**src/rtl/seq_signed_shift_add_multiplier_if.sv**
```systemverilog
// Handshake/bus bundle for seq_signed_shift_add_multiplier.
// Signal names are from the multiplier's point of view:
//   i_start        request, sampled only while the multiplier is idle
//   i_signed_mode  1 = operands are two's complement, 0 = unsigned
//   i_a            multiplier operand (scanned LSB first)
//   i_b            multiplicand operand
//   o_busy         operation in progress (RUN or DONE)
//   o_done         one-cycle pulse, o_product valid on the same cycle
//   o_product      2*WIDTH-bit result, held until the next accepted start
// master = controller side, slave = multiplier side.
interface seq_signed_shift_add_multiplier_if #(
  parameter int WIDTH = 8
);
  logic                 i_start;
  logic                 i_signed_mode;
  logic [WIDTH-1:0]     i_a;
  logic [WIDTH-1:0]     i_b;
  logic                 o_busy;
  logic                 o_done;
  logic [2*WIDTH-1:0]   o_product;

  modport master (
    output i_start, i_signed_mode, i_a, i_b,
    input  o_busy, o_done, o_product
  );

  modport slave (
    input  i_start, i_signed_mode, i_a, i_b,
    output o_busy, o_done, o_product
  );
endinterface

```
**src/rtl/seq_signed_shift_add_multiplier.sv**
```systemverilog
// Sequential shift-and-add multiplier, one multiplier bit per clock, with
// runtime signed/unsigned selection.
// Ports:
//   clk  rising-edge clock
//   rst  asynchronous active-high reset (aborts any operation, no done)
//   bus  slave side of seq_signed_shift_add_multiplier_if (start/busy/done,
//        operands, product)
//
// state  | meaning
// -------+---------------------------------------------------------------
// IDLE   | waiting for start; product holds the last result
// RUN    | WIDTH cycles accumulating partial products, one extra cycle to
//        | hand the accumulator over
// DONE   | done pulse, product valid; returns to IDLE on the next edge
module seq_signed_shift_add_multiplier #(
  parameter int WIDTH = 8
) (
  input logic                          clk,
  input logic                          rst,
  seq_signed_shift_add_multiplier_if.slave bus
);

  localparam int PW = 2 * WIDTH;
  localparam int CW = $clog2(WIDTH + 1);

  typedef enum logic [1:0] {
    S_IDLE,
    S_RUN,
    S_DONE
  } state_t;

  state_t           r_state;
  logic [PW-1:0]    r_acc;
  logic [PW-1:0]    r_mcand;
  logic [WIDTH-1:0] r_mplier;
  logic             r_signed;
  logic [CW-1:0]    r_count;
  logic             r_busy;
  logic             r_done;
  logic [PW-1:0]    r_product;

  logic [PW-1:0]    w_b_ext;
  logic             w_msb_step;
  logic             w_subtract;
  logic [PW-1:0]    w_acc_next;

  // Multiplicand widened once at acceptance; sign bit replicated only in
  // signed mode.
  assign w_b_ext = {{WIDTH{bus.i_signed_mode & bus.i_b[WIDTH-1]}}, bus.i_b};

  // The multiplier MSB carries weight -2^(WIDTH-1) in two's complement, so
  // its partial product is subtracted instead of added.
  assign w_msb_step = (r_count == CW'(WIDTH - 1));
  assign w_subtract = r_signed & w_msb_step;

  always_comb begin
    w_acc_next = r_acc;
    if (r_mplier[0]) begin
      if (w_subtract) w_acc_next = r_acc - r_mcand;
      else            w_acc_next = r_acc + r_mcand;
    end
  end

  always_ff @(posedge clk or posedge rst) begin
    if (rst) begin
      r_state   <= S_IDLE;
      r_acc     <= '0;
      r_mcand   <= '0;
      r_mplier  <= '0;
      r_signed  <= 1'b0;
      r_count   <= '0;
      r_busy    <= 1'b0;
      r_done    <= 1'b0;
      r_product <= '0;
    end else begin
      case (r_state)
        S_IDLE: begin
          r_done <= 1'b0;
          if (bus.i_start) begin
            r_mplier <= bus.i_a;
            r_mcand  <= w_b_ext;
            r_signed <= bus.i_signed_mode;
            r_acc    <= '0;
            r_count  <= '0;
            r_busy   <= 1'b1;
            r_state  <= S_RUN;
          end
        end

        S_RUN: begin
          if (r_count == CW'(WIDTH)) begin
            r_product <= r_acc;
            r_done    <= 1'b1;
            r_state   <= S_DONE;
          end else begin
            // Multiplier shifts right so the current bit is always bit 0.
            r_acc    <= w_acc_next;
            r_mcand  <= r_mcand << 1;
            r_mplier <= r_mplier >> 1;
            r_count  <= r_count + 1'b1;
          end
        end

        S_DONE: begin
          r_done  <= 1'b0;
          r_busy  <= 1'b0;
          r_state <= S_IDLE;
        end

        default: begin
          r_done  <= 1'b0;
          r_busy  <= 1'b0;
          r_state <= S_IDLE;
        end
      endcase
    end
  end

  assign bus.o_busy    = r_busy;
  assign bus.o_done    = r_done;
  assign bus.o_product = r_product;

endmodule

```
**src/flat_wrapper.sv**
```systemverilog
// flat-port wrapper written by rule: the top's interface ports become plain ports
module seq_signed_shift_add_multiplier_flat 
#(
  parameter int WIDTH = 8
)
  (clk, rst, bus_i_start, bus_i_signed_mode, bus_i_a, bus_i_b, bus_o_busy, bus_o_done, bus_o_product);
  seq_signed_shift_add_multiplier_if #(.WIDTH(WIDTH)) bus_i ();
  input logic clk;
  input logic rst;
  input wire logic [$bits(bus_i.i_start)-1:0] bus_i_start;
  input wire logic [$bits(bus_i.i_signed_mode)-1:0] bus_i_signed_mode;
  input wire logic [$bits(bus_i.i_a)-1:0] bus_i_a;
  input wire logic [$bits(bus_i.i_b)-1:0] bus_i_b;
  output wire logic [$bits(bus_i.o_busy)-1:0] bus_o_busy;
  output wire logic [$bits(bus_i.o_done)-1:0] bus_o_done;
  output wire logic [$bits(bus_i.o_product)-1:0] bus_o_product;
  assign bus_i.i_start = bus_i_start;
  assign bus_i.i_signed_mode = bus_i_signed_mode;
  assign bus_i.i_a = bus_i_a;
  assign bus_i.i_b = bus_i_b;
  assign bus_o_busy = bus_i.o_busy;
  assign bus_o_done = bus_i.o_done;
  assign bus_o_product = bus_i.o_product;
  seq_signed_shift_add_multiplier #(.WIDTH(WIDTH)) u_core (.clk(clk), .rst(rst), .bus(bus_i));
endmodule
```
**config.mk**
```make
export PLATFORM = sky130hd
export DESIGN_NAME = seq_signed_shift_add_multiplier_flat
export DESIGN_NICKNAME = d
export VERILOG_FILES = /design/src/rtl/seq_signed_shift_add_multiplier_if.sv /design/src/rtl/seq_signed_shift_add_multiplier.sv /design/src/flat_wrapper.sv
export SDC_FILE = /design/constraint.sdc
export NUM_CORES = 1
export LEC_CHECK = 0
export BUFFER_PORTS_ARGS = -buffer_cell sky130_fd_sc_hd__buf_2
export CAP_MARGIN = 20
export CORE_MARGIN = 3
export CORE_UTILIZATION = 47
export DETAILED_ROUTE_END_ITERATION = 8
export HOLD_SLACK_MARGIN = 0.02
export PLACE_DENSITY = 0.63
export SLEW_MARGIN = 20
export SYNTH_ARGS = -nofsm -noshare
export SYNTH_HDL_FRONTEND = slang
export SYNTH_SLANG_ARGS = --single-unit
```
**constraint.sdc**
```tcl
create_clock -name clk -period 3.3 [get_ports clk]
set_input_delay 0.66 -clock clk [delete_from_list [all_inputs] [get_ports clk]]
set_output_delay 0.66 -clock clk [all_outputs]
set_load 0.01 [all_outputs]
```
==> metrics.txt <==
worst relative slew slack=0.450; max-slew violation count=0; register area share after synthesis=0.439; post-layout minimum cycle time=3120 ps; drt via density=approximately 5.4; CTS tree=built; clock-pin slew on the worst setup and hold paths=80 ps; largest net degree at the start of global routing=50; Setup TNS=0 ps; number of I/O pins=38; reg2reg path depth=12; Remaining Overflow, GRT=0; initial antenna violation count=0; hold slack=273 ps; Initial DRC Count=118; GPL Wtd Cong=0.863; total stage count of the critical path=12; clk_skew=roughly 11 ps; asr flop ratio synth=1.00; crit-path max FO=6; total number of vias=2,870; hold violation total from the final report=0; Initial Utilization=0.498; dpl ws=136 ps; Post-Syn Nets=419; clock tree buffer depth=2; post-synthesis area per instance=9.75 sq um; Max-Cap Viols=0; most frequent cell after synthesis=dfrtp_1; Post-synth EDFFs=0; final worst slack=about 180 ps; share of Yosys cell area claimed by the top area cell type=0.439; HPWL after detailed placement=6.13 mm; Synth Warn #=0; Worst setup EP type=flip-flop; Layout Nets=~460; Post-synth top flop=dfrtp_1; met2 WL post-DR=3.80 mm; Clk Latency, worst-skew pair=340 ps; CP startpoint kind=flip-flop; critical path's top delay family=compound AO/OA/AOI/OAI gates; leading cell types by count after synthesis=65 x dfrtp_1, 51 x nand2_1, 34 x o21ai_0; Buf/Inv on CP=0; Die W=between 90 and 100 microns; Row Count=31; clock sinks=65; GRT Overall Usage=0.203; drt drc=0; R2R Path Start=u_core.r_mcand[4]; Post-DP Area=roughly 4000 sq um; Worst Path Arrival=3390 ps; Root Buffer=clkbuf_8; FMAX=0.321 GHz; total wire length=between 8 and 9 mm; Max H-tree Level=3; # setup viols final=0; Die Y=94.8 microns; IO Port Bufs=37; n_diodes=0; Met3 Wirelength=approximately 330 microns; cell area after synthesis=3710 sq um; final instance area=between 4000 and 5000 sq um; final non-filler cell total=529; outcome=finished clean; cells after synthesis=380; post-route ant nets=0; Crit Reg-Reg Endpoint=u_core.r_acc[15]; Core Area=7450 sq um; area leader, netlist=dfrtp_1; Req. time, crit path=3570 ps; Synth Register Bits=65; Final Util=0.579; Pwr Total=roughly 5.2 mW; TritonCTS Buffers=9; area delta synth->final=16.3%; Worst-Margin Slew=between 800 and 900 ps; top layer in use=met4; layout cell share with drive strength beyond 1=0.228; area of the die=8990 sq um; worst vdd ir=between 0.6 and 0.7 mV; leakage power figure=2.07 nW; DR WL/cell=15.6 microns; pwr/cell area=roughly 1200 nW/um^2; number of global-route vias before repair=~2,900; Hold Crit Class=in2async; CP Capture Point=u_core.r_acc[15]; first-pass GRT wire length=between 10 and 15 mm; crit-path max cell delay=450 ps; Initial DRT Pass Iterations=4; synth top area cells=dfrtp_1 44%, ha_1 6.1%, nand2_1 5.2%; share of the clock period used by the worst path=0.945; Critical-path top delay cell=dfrtp_1; CP cell instances=nor3_2 -> nand2b_1 -> nor3_1 -> nand2_1 -> o41ai_1 -> xor2_1 -> ha_1 -> a21o_1 -> a221o_1 -> a211o_1 -> and2_4 -> o211ai_2; crit path kind=reg2reg; M1 wire length=3.84 mm; r2r setup slk=~180 ps; Distinct cells, synth=53; CP startpoint=u_core.r_mcand[4]; dpl cells=roughly 510
## flip-flops by register name, indices dropped and copies added (netlist names), 2 cells and up
| name | cells |
|---|---|
| u_core.r_acc | 16 |
| u_core.r_count | 4 |
| u_core.bus.o_product | 16 |
| u_core.r_mcand | 16 |
| u_core.r_state | 2 |
| u_core.r_mplier | 8 |
## power breakdown
| group | internal, mW | switching, mW | total [mW] |
|---|---|---|---|
| clock network | 0.509 | 0.327 | 0.836 |
| registers | 1.14 | 0.303 | 1.44 |
| logic | 1.28 | 1.60 | 2.88 |
## worst min-delay path by stage
stage | start | to | slack [ps] | depth (start not counted)
after floorplan | u_core.r_mplier[1] | u_core.r_mplier[1] | 450 | 2
after global placement | u_core.r_mplier[1] | u_core.r_mplier[1] | 460 | 2
after detailed placement | u_core.r_mplier[1] | u_core.r_mplier[1] | 470 | 2
after CTS | rst | u_core.r_mplier[2] | 260 | 2
after global routing | rst | u_core.r_mplier[2] | 270 | 2
final | rst | u_core.r_mplier[2] | 270 | 2
## logic make-up (layout without fill, tap and decap cells)
family	count (synthesis)	in the layout	share of synthesized area
AO/OA/AOI/OAI	111	111	0.187
XOR/XNOR	26	26	0.0614
adder cells (fa/ha/maj)	19	19	0.0662
buffers and inverters	29	79	0.0321
flip-flops	65	65	0.439
multiplexers	27	27	0.0783
AND/OR/NAND/NOR	103	103	0.136
## cell type report
| type | count | area, sq um |
|---|---|---|
| multi-input cells | 286 | 1970 |
| flip-flops and latches | 65 | 1630 |
| clock buffers | 9 | 124 |
| well taps | 99 | 124 |
| clock inverters | 7 | 125 |
| inverters | 12 | 45.0 |
| fillers | 659 | 3140 |
| repair buffers | 51 | 290 |
## placed cells by master, fill, tap and decap left out, drive strengths merged, types with 10 or more instances in the layout
master / n
nand2: 51
inv: 14
dfrtp: 65
nor2: 21
a21oi: 26
mux2: 16
o21ai: 38
a21o: 10
o31ai: 11
xnor2: 17
buf: 51
ha: 18
mux2i: 11
## routing by layer
metal,track usage,vias to the layer above
li1,-,1457
met1,0.261,1336
met2,0.315,57
met3,0.0558,20
met4,0.0998,0
met5,0,-
## what timing repair did
action	4_1_cts	5_1_grt
endpoints found under the setup margin	0	4
hold buffers	0	0
hold endpoints to repair	0	0
resized for setup	0	5
setup buffers	0	4
No activity file was read; power rests on OpenSTA's default activity.
